<file path="config.mk">
export PLATFORM = sky130hd
export DESIGN_NAME = rng_word_packer_flat
export DESIGN_NICKNAME = d
export VERILOG_FILES = /design/src/rtl/rng_word_packer_pkg.sv /design/src/rtl/rng_word_packer_if.sv /design/src/rtl/rng_word_packer_fifo.sv /design/src/rtl/rng_word_packer.sv /design/src/flat_wrapper.sv
export SDC_FILE = /design/constraint.sdc
export NUM_CORES = 1
export LEC_CHECK = 0
export CORE_UTILIZATION = 56
export CTS_CLUSTER_SIZE = 12
export DETAILED_ROUTE_END_ITERATION = 16
export GPL_ROUTABILITY_DRIVEN = 0
export HOLD_SLACK_MARGIN = 0.15
export PLACE_DENSITY = 0.79
export SYNTH_ARGS = -nofsm -noshare
export SYNTH_HDL_FRONTEND = slang
export SYNTH_SLANG_ARGS = --single-unit
</file>
<file path="constraint.sdc">
create_clock -name clk -period 2.9 [get_ports clk]
set_input_delay 0.58 -clock clk [delete_from_list [all_inputs] [get_ports clk]]
set_output_delay 0.58 -clock clk [all_outputs]
set_load 0.005 [all_outputs]
</file>
<file path="src/rtl/rng_word_packer_pkg.sv">
// Shared defaults for the random word packer: parameter defaults, the
// default word type and the FIFO occupancy width helper.
package rng_pkg;

    localparam int WIDTH_DEF = 8;
    localparam int DEPTH_DEF = 4;
    localparam int CNT_W_DEF = 8;

    typedef logic [WIDTH_DEF-1:0] word_t;

    // Occupancy runs 0..depth inclusive, so it needs one bit more than a pointer.
    function automatic int level_w(input int depth);
        return $clog2(depth) + 1;
    endfunction

endpackage

</file>
<file path="src/rtl/rng_word_packer_if.sv">
// Downstream word handshake of the packer.
// out_valid/out_ready: a word transfers on every rising clk edge where both
// are high; out_valid never depends combinationally on out_ready and, once
// high, stays high with out_data stable until the transfer happens.
interface rng_word_packer_if #(
    parameter int WIDTH = 8
);
    logic [WIDTH-1:0] out_data;
    logic             out_valid;
    logic             out_ready;

    modport master (
        output out_data,
        output out_valid,
        input  out_ready
    );

    modport slave (
        input  out_data,
        input  out_valid,
        output out_ready
    );
endinterface

</file>
<file path="src/rtl/rng_word_packer_fifo.sv">
// rng_word_fifo: synchronous show-ahead FIFO with a registered head word.
// The head register is updated alongside the storage so that dout is always
// the oldest entry, holds its last value once the FIFO drains, and only
// reset/flush zero it. Push while full is accepted when a pop happens in the
// same cycle.
module rng_word_fifo
    import rng_pkg::*;
#(
    parameter int WIDTH = 8,
    parameter int DEPTH = 4
) (
    input  logic                      clk,
    input  logic                      reset,
    input  logic                      flush,
    input  logic                      push,
    input  logic [WIDTH-1:0]          din,
    input  logic                      pop,
    output logic [WIDTH-1:0]          dout,
    output logic                      full,
    output logic                      empty,
    output logic [level_w(DEPTH)-1:0] level
);

    localparam int PW = $clog2(DEPTH);
    localparam int LW = level_w(DEPTH);

    logic [WIDTH-1:0] mem [DEPTH];
    logic [PW-1:0]    rd_ptr;
    logic [PW-1:0]    wr_ptr;
    logic [LW-1:0]    cnt;
    logic [WIDTH-1:0] dout_q;
    logic             do_push;
    logic             do_pop;
    logic [PW-1:0]    rd_nxt;

    // Accepted push/pop qualification and the slot following the head.
    always_comb begin
        do_pop  = pop && (cnt != '0);
        do_push = push && ((cnt != LW'(DEPTH)) || do_pop);
        rd_nxt  = rd_ptr + PW'(1);
    end

    // Storage write; a flushed cycle writes nothing.
    always_ff @(posedge clk) begin
        if (!reset && !flush && do_push) begin
            mem[wr_ptr] <= din;
        end
    end

    // Pointers, occupancy and the registered head word.
    always_ff @(posedge clk) begin
        if (reset || flush) begin
            rd_ptr <= '0;
            wr_ptr <= '0;
            cnt    <= '0;
            dout_q <= '0;
        end else begin
            if (do_push) wr_ptr <= wr_ptr + PW'(1);
            if (do_pop)  rd_ptr <= rd_nxt;
            if (do_push && !do_pop)      cnt <= cnt + LW'(1);
            else if (do_pop && !do_push) cnt <= cnt - LW'(1);
            if (cnt == '0) begin
                if (do_push) dout_q <= din;
            end else if (do_pop) begin
                // With one entry left, the next head is the word being pushed now.
                if (cnt == LW'(1)) begin
                    if (do_push) dout_q <= din;
                end else begin
                    dout_q <= mem[rd_nxt];
                end
            end
        end
    end

    assign dout  = dout_q;
    assign full  = (cnt == LW'(DEPTH));
    assign empty = (cnt == '0);
    assign level = cnt;

endmodule

</file>
<file path="src/rtl/rng_word_packer.sv">
// rng_word_packer: packs a 1-bit/cycle random stream into WIDTH-bit words
// (first bit at the MSB), buffers them in a small FIFO and counts words lost
// to a full FIFO. Optional macro VON_NEUMANN_EN inserts a von Neumann
// debiaser in front of the packer.
module rng_word_packer
    import rng_pkg::*;
#(
    parameter int WIDTH = WIDTH_DEF,
    parameter int DEPTH = DEPTH_DEF,
    parameter int CNT_W = CNT_W_DEF
) (
    input  logic                      clk,
    input  logic                      reset,
    input  logic                      bit_in,
    input  logic                      bit_valid,
    input  logic                      clear,
    rng_word_packer_if.master         dn,
    output logic [level_w(DEPTH)-1:0] level,
    output logic                      overflow,
    output logic [CNT_W-1:0]          drop_cnt
);

    localparam int BW = (WIDTH > 2) ? $clog2(WIDTH) : 1;

    logic             feed_valid;
    logic             feed_bit;
    logic [BW-1:0]    bit_cnt;
    logic [WIDTH-1:0] shreg;
    logic             word_done;
    logic [WIDTH-1:0] word;
    logic             pop;
    logic             full;
    logic             empty;
    logic             drop;
    logic [WIDTH-1:0] fifo_dout;

`ifdef VON_NEUMANN_EN
    logic pair_full;
    logic pair_bit;

    // Pair register: first bit of a pair waits here for its partner.
    always_ff @(posedge clk) begin
        if (reset || clear) begin
            pair_full <= 1'b0;
            pair_bit  <= 1'b0;
        end else if (bit_valid) begin
            pair_full <= !pair_full;
            if (!pair_full) pair_bit <= bit_in;
        end
    end

    // A differing pair emits its first bit; equal pairs emit nothing.
    always_comb begin
        feed_valid = bit_valid && pair_full && (pair_bit != bit_in);
        feed_bit   = pair_bit;
    end
`else
    // Every accepted bit goes straight to the packer.
    always_comb begin
        feed_valid = bit_valid;
        feed_bit   = bit_in;
    end
`endif

    // Word completion and the word as it will look after this bit.
    always_comb begin
        word_done = feed_valid && (bit_cnt == BW'(WIDTH - 1));
        word      = {shreg[WIDTH-2:0], feed_bit};
        pop       = dn.out_valid && dn.out_ready;
        drop      = word_done && full && !pop;
    end

    // Shift register and bit counter; packing never stalls.
    always_ff @(posedge clk) begin
        if (reset || clear) begin
            bit_cnt <= '0;
            shreg   <= '0;
        end else if (feed_valid) begin
            shreg   <= word;
            bit_cnt <= word_done ? '0 : bit_cnt + BW'(1);
        end
    end

    // Sticky overflow and saturating drop counter; only reset clears them.
    always_ff @(posedge clk) begin
        if (reset) begin
            overflow <= 1'b0;
            drop_cnt <= '0;
        end else if (drop) begin
            overflow <= 1'b1;
            if (drop_cnt != '1) drop_cnt <= drop_cnt + CNT_W'(1);
        end
    end

    rng_word_fifo #(
        .WIDTH (WIDTH),
        .DEPTH (DEPTH)
    ) u_fifo (
        .clk   (clk),
        .reset (reset),
        .flush (clear),
        .push  (word_done),
        .din   (word),
        .pop   (pop),
        .dout  (fifo_dout),
        .full  (full),
        .empty (empty),
        .level (level)
    );

    assign dn.out_data  = fifo_dout;
    assign dn.out_valid = !empty;

endmodule

</file>
<file path="src/flat_wrapper.sv">
// flat-port wrapper written by rule: the top's interface ports become plain ports
module rng_word_packer_flat import rng_pkg::*;
#(
    parameter int WIDTH = WIDTH_DEF,
    parameter int DEPTH = DEPTH_DEF,
    parameter int CNT_W = CNT_W_DEF
)
  (clk, reset, bit_in, bit_valid, clear, level, overflow, drop_cnt, dn_out_data, dn_out_valid, dn_out_ready);
  rng_word_packer_if #(.WIDTH(WIDTH)) dn_i ();
  input  logic clk;
  input  logic reset;
  input  logic bit_in;
  input  logic bit_valid;
  input  logic clear;
  output logic [level_w(DEPTH)-1:0] level;
  output logic overflow;
  output logic [CNT_W-1:0] drop_cnt;
  output wire logic [$bits(dn_i.out_data)-1:0] dn_out_data;
  output wire logic [$bits(dn_i.out_valid)-1:0] dn_out_valid;
  input wire logic [$bits(dn_i.out_ready)-1:0] dn_out_ready;
  assign dn_out_data = dn_i.out_data;
  assign dn_out_valid = dn_i.out_valid;
  assign dn_i.out_ready = dn_out_ready;
  rng_word_packer #(.WIDTH(WIDTH), .DEPTH(DEPTH), .CNT_W(CNT_W)) u_core (.clk(clk), .reset(reset), .bit_in(bit_in), .bit_valid(bit_valid), .clear(clear), .dn(dn_i), .level(level), .overflow(overflow), .drop_cnt(drop_cnt));
endmodule
</file>
---- Word-level counts from Yosys, hierarchy flattened ----
Memories as Yosys holds them, arrays and structs flattened.
Index checks and enable logic that the tools add are counted.
cells by class
  add/sub/neg operators ................... 6
  reductions and logical operators ........ 23
  equal/unequal tests ..................... 5
  muxes and demuxes ....................... 9
operator list
  kind                 count
  $mux 8               4
  $logic_and 1x1->1    10
  $mux 3               3
  $add 8x1->8 const B  1
  $ne 8x8->1 const B   1
  $add 3x1->3 const B  2
  $eq 3x3->1 const B   2
  $logic_not 1->1      6
  $add 2x1->2 const B  2
  $reduce_bool 2->1    2
  $eq 3x1->1 const B   1
  $logic_not 3->1      1
  $ne 3x3->1 const B   1
  $reduce_bool 3->1    1
  $sub 3x1->3 const B  1
  $logic_or 1x1->1     2
  $mux 1               2
  $reduce_and 2->1     1
storage, ports and cells
  RAM bits ................................ 32
  word-level logic and storage cells ...... 52
  output and inout port bits .............. 21
  memories kept ........................... 1
  input bits .............................. 6
  register bits after elaboration ......... 34
memory list
  memory             words  bits a word  rd ports  clocked after memory_dff  write ports  line                        source
  u_core.u_fifo.mem  4      8            1         0                         1            rng_word_packer_fifo.sv:27  logic [WIDTH-1:0] mem [DEPTH];

---- Depth between registers and ports, before layout ----
  depth after elaboration ................. 10
  gate-level depth with buffers ........... 11
  depth with buffers taken out ............ 10

---- Modules after synthesis ----
Synthesis repeated with hierarchy kept, for this count alone.
second synthesis, totals
  cell total of the unflattened synthesis .. 242
  area total of the unflattened synthesis .. 2946.6 sq um
modules (own cells, without submodules)
  module           area each (sq um)  cells an instance  times used  sequential area each (sq um)
  rng_word_fifo    2104.5             151                1           1261.2
  rng_word_packer  842.1              91                 1           380.4

---- Least setup slack after synthesis ----
Ideal clock, no wire load.
  kind .................................... flip-flop to flip-flop
  start ................................... register u_core.u_fifo.cnt[0], in the netlist u_core.u_fifo.level[0]
  end ..................................... register u_core.u_fifo.cnt[2], in the netlist u_core.u_fifo.level[2]
  data required time ...................... 2.830 ns
  clock period less this slack ............ 2.138 ns
  cell stages (with the launch flop) ...... 10
  buffers on the path ..................... 1
  setup slack ............................. 0.762 ns
  data arrival time ....................... 2.068 ns
  library setup time ...................... 0.070 ns
  cells stage by stage .................... dfxtp_1 -> inv_1 -> ha_1 -> nand3b_4 -> nand3_2 -> inv_2 -> buf_4 -> ha_1 -> or3_1 -> a21oi_1
on the way
  longest elaborated chain between the ends .. 9
ends and longest elaborated chain
  what                                line                        source
  start: declaration                  rng_word_packer_fifo.sv:30  logic [LW-1:0] cnt;
  start signal: assignment            rng_word_packer_fifo.sv:60  if (do_push && !do_pop) cnt <= cnt + LW'(1);
  start signal: assignment            rng_word_packer_fifo.sv:61  else if (do_pop && !do_push) cnt <= cnt - LW'(1);
  $logic_not 3->1                     rng_word_packer_fifo.sv:77  assign empty = (cnt == '0);
  $logic_not 1->1                     rng_word_packer.sv:112      assign dn.out_valid = !empty;
  $logic_and 1x1->1                   rng_word_packer.sv:69       pop = dn.out_valid && dn.out_ready;
  $logic_and 1x1->1                   rng_word_packer_fifo.sv:38  do_pop = pop && (cnt != '0);
  $logic_or 1x1->1                    rng_word_packer_fifo.sv:39  do_push = push && ((cnt != LW'(DEPTH)) || do_pop);
  $logic_and 1x1->1                   rng_word_packer_fifo.sv:39
  $logic_not 1->1                     rng_word_packer_fifo.sv:61
  $logic_and 1x1->1                   rng_word_packer_fifo.sv:61
  $reduce_bool 2->1 (no source line)  --
Several ways; a longest one is shown, not always the timed one. The select of a mux whose other input is x is not followed.
A chain may end at the register's enable or synchronous reset.

---- Worst setup path after layout ----
  start ................................... register u_core.u_fifo.cnt[0], in the netlist u_core.u_fifo.level[0]
  end ..................................... output port dn_out_valid
on the way
  longest elaborated chain between the ends .. 2
ends and longest elaborated chain
  what              line                        source
  $logic_not 3->1   rng_word_packer_fifo.sv:77
  $logic_not 1->1   rng_word_packer.sv:112
  end: declaration  flat_wrapper.sv:19          output wire logic [$bits(dn_i.out_valid)-1:0] dn_out_valid;
Every way passes these cells.

==> qor.txt <==
Most common cell after layout, fill and taps aside = dfxtp_1
Max Transition Viols Final = 0
Clock Pin Slew Worst Setup and Hold Paths = 0.07 ns
Synthesized Nets = 244
Routed len/inst = 15.6 µm
# DRC = 0
Port-buffer cells = 26
Syn Area/Cell = 12.5 µm²
FF-to-FF path depth = 8
Htree depth = 3
HP Class = flop to flop
Largest net degree at the start of global routing = 18
Die width = 73.0 µm
Maximum fanout along the worst path = 5
Share of cells above drive strength 1 = 14.1%
Post-route ant nets = 0
FF-to-FF Start = u_core.u_fifo.level[0]
Setup crit start = u_core.u_fifo.level[0]
Iteration-0 DRC Markers = 110
Nets@finish = 276
Seq/Total Area, Yosys = 58.1%
VDD IR-drop max = 0.487 mV
Clock Latency Late Sink = 0.33 ns
Arr. time, crit path = 1.79 ns
PD cells = 530 mW/mm²
Clock Tree Buf Depth = 2
Pre-antenna DRT Iters = 4
End point of the critical path = dn_out_valid
Area grow syn2layout = 19.0%
CP Capture Type = primary output
Row cnt = 25
Tcrit/Tclk final = 81.9%
DP Wirelength = 3550 µm
Vias per inst = 5.65
CORE AREA = 0.00479 mm²
Post-CTS sizing = 0
RSZ-0062 raised after global routing = no
Cell Area, Synth = 0.00282 mm²
Yosys reg bits = 66
Fin. Hold Viols = 0
PnR worst setup slack = 0.526 ns
Diode count = 0
CTS tree = done
Hold Worst Slack = 0.485 ns
Crit-path slowest cell = clkdlybuf4s50_1
Synth Warn # = 0
Leak Pwr = 1.16 nW
CTS sink count = 66
Final Setup Violations = 0
Via count = 1865
Clk root buf = clkbuf_8
Initial antenna violation count = 0
Critical path class = flop to primary output
Die Ht = 73.0 µm
Fin util = 70.2%
Max stage delay on crit path = 0.52 ns
WP data required = 2.32 ns
Worst-Margin Slew = 0.597 ns
Cts bufs inserted = 9
CP Launch Type = flop
Final WL = 5160 µm
Pre-CTS setup slack = 0.292 ns
Ports = 27
Starting Density = 59.0%
Commonest cells after routing, fill and taps aside = dfxtp_1 (34), edfxtp_1 (32), nor2_1 (29)
Post-CTS Hold Buffers = 0
Status = complete, no violations
Synth cell types = 37
First-pass GRT wire length = 8600 µm
Fmax = 421 MHz
Worst reg2reg path endpoint = u_core.u_fifo.level[2]
GRT Total Usage = 22.1%
Final worst path period need = 2.37 ns
Synthesized netlist cell count = 226
Overflow after GRT = 0
Worst Skew = 0.00678 ns
Die area = 0.00533 mm²
Crit-path cells = inv_1, ha_1, nand2b_1, clkdlybuf4s50_1
Buffer count from post-CTS setup fixing = 0
Max_slew headroom = 59.9%
Max-Cap Viols = 0
Number of global-route vias before repair = 1731
FF-to-FF setup slack = 0.73 ns
Final TNS setup = 0 ns
## worst min-delay path by stage
stage | from | end | slack [ns] | cells past startpoint
after floorplan | u_core.overflow | u_core.overflow | 0.46 | 2
after global placement | u_core.overflow | u_core.overflow | 0.45 | 2
after detailed placement | u_core.overflow | u_core.overflow | 0.47 | 2
after CTS | u_core.overflow | u_core.overflow | 0.49 | 2
after global routing | u_core.u_fifo.dout[2] | u_core.u_fifo.dout[2] | 0.52 | 2
final | u_core.overflow | u_core.overflow | 0.48 | 2
## where the power goes
part	total (mW)	internal (mW)	switching (mW)	leakage [nW]
Combinational	0.0369	0.0176	0.0193	0.482
Sequential	0.972	0.970	0.00188	0.581
Clock	0.772	0.404	0.369	0.100
## logic make-up (layout without fill, tap and decap cells)
family	Yosys count	count (layout)	share of synthesized area (%)
adders and majority gates	12	12	5.32
AOI/OAI and AO/OA	31	31	8.15
muxes	21	21	11.1
buffers and inverters	14	51	2.08
xor gates and xnor gates	7	7	2.17
DFF	66	66	58.1
and+or+nand+nor	75	75	13.1
## registers in the layout (all words and copies together) (netlist names)
name,cells
u_core.bit_cnt,3
u_core.u_fifo.dout,8
u_core.u_fifo.mem,32
u_core.overflow,1
u_core.u_fifo.level,3
u_core.u_fifo.wr_ptr,2
u_core.drop_cnt,8
u_core.u_fifo.rd_ptr,2
u_core.shreg,7
## final cells by class
type | count | area [µm²]
Sequential cell | 66 | 1640
Fill cell | 336 | 1430
Multi-Input combinational cell | 146 | 1120
Timing Repair Buffer | 30 | 290
Clock buffer | 9 | 124
Tap cell | 67 | 83.8
Clock inverter | 7 | 77.6
Inverter | 5 | 18.8
## critical path: cells and delay by family, from the launching register on
kind,cells,cell delay (ns)
buffers and inverters,2,0.61
adder cells (fa/ha/maj),1,0.27
flip-flops,1,0.42
AND/OR/NAND/NOR,1,0.16
## synth_stat cells
cell	n	share of area [%]
dfxtp_1	34	24
edfxtp_1	32	34
nor2_1	29	3.9
nand2_1	20	2.7
ha_1	12	5.3
mux2i_1	11	3.9
a31oi_1	9	2.0
mux4_2	8	6.4
o221ai_1	8	2.5
a21oi_1	7	1.2
and3_1	5	1.1
clkbuf_1	5	0.66
nor2b_1	5	1.1
inv_1	4	0.53
nand3_1	4	0.71
xor2_1	4	1.2
nand4_1	3	0.66
xnor2_1	3	0.93
buf_2	2	0.35
mux2_1	2	0.80
nand2b_1	2	0.44
o21ai_0	2	0.35
a2111oi_2	1	0.53
a211oi_4	1	0.71
a21bo_2	1	0.35
a311oi_1	1	0.31
and4_4	1	0.40
buf_1	1	0.13
buf_4	1	0.27
inv_2	1	0.13
nand3_2	1	0.35
nand3b_1	1	0.27
nand3b_4	1	0.71
nor3_2	1	0.35
o21ai_1	1	0.18
or2_2	1	0.22
or3_1	1	0.22
## layer usage
| layer | track usage, % | vias to the layer above | routed length, µm |
|---|---|---|---|
| li1 | - | 900 | - |
| met1 | 31.1 | 901 | 2390 |
| met2 | 31.9 | 54 | 2420 |
| met3 | 5.52 | 10 | 260 |
| met4 | 10.9 | 0 | 94 |
| met5 | 0 | - | 0 |
## metrics by stage
step	instances	cell area [µm²]	total power [mW]
after global placement	314	3160	1.03
final	330	3360	1.78
after CTS	330	3360	1.79
after global routing	330	3360	1.83
after floorplan	226	2820	1.01
after detailed placement	314	3160	1.03
Note: power is estimated with default switching activity, not from simulation.
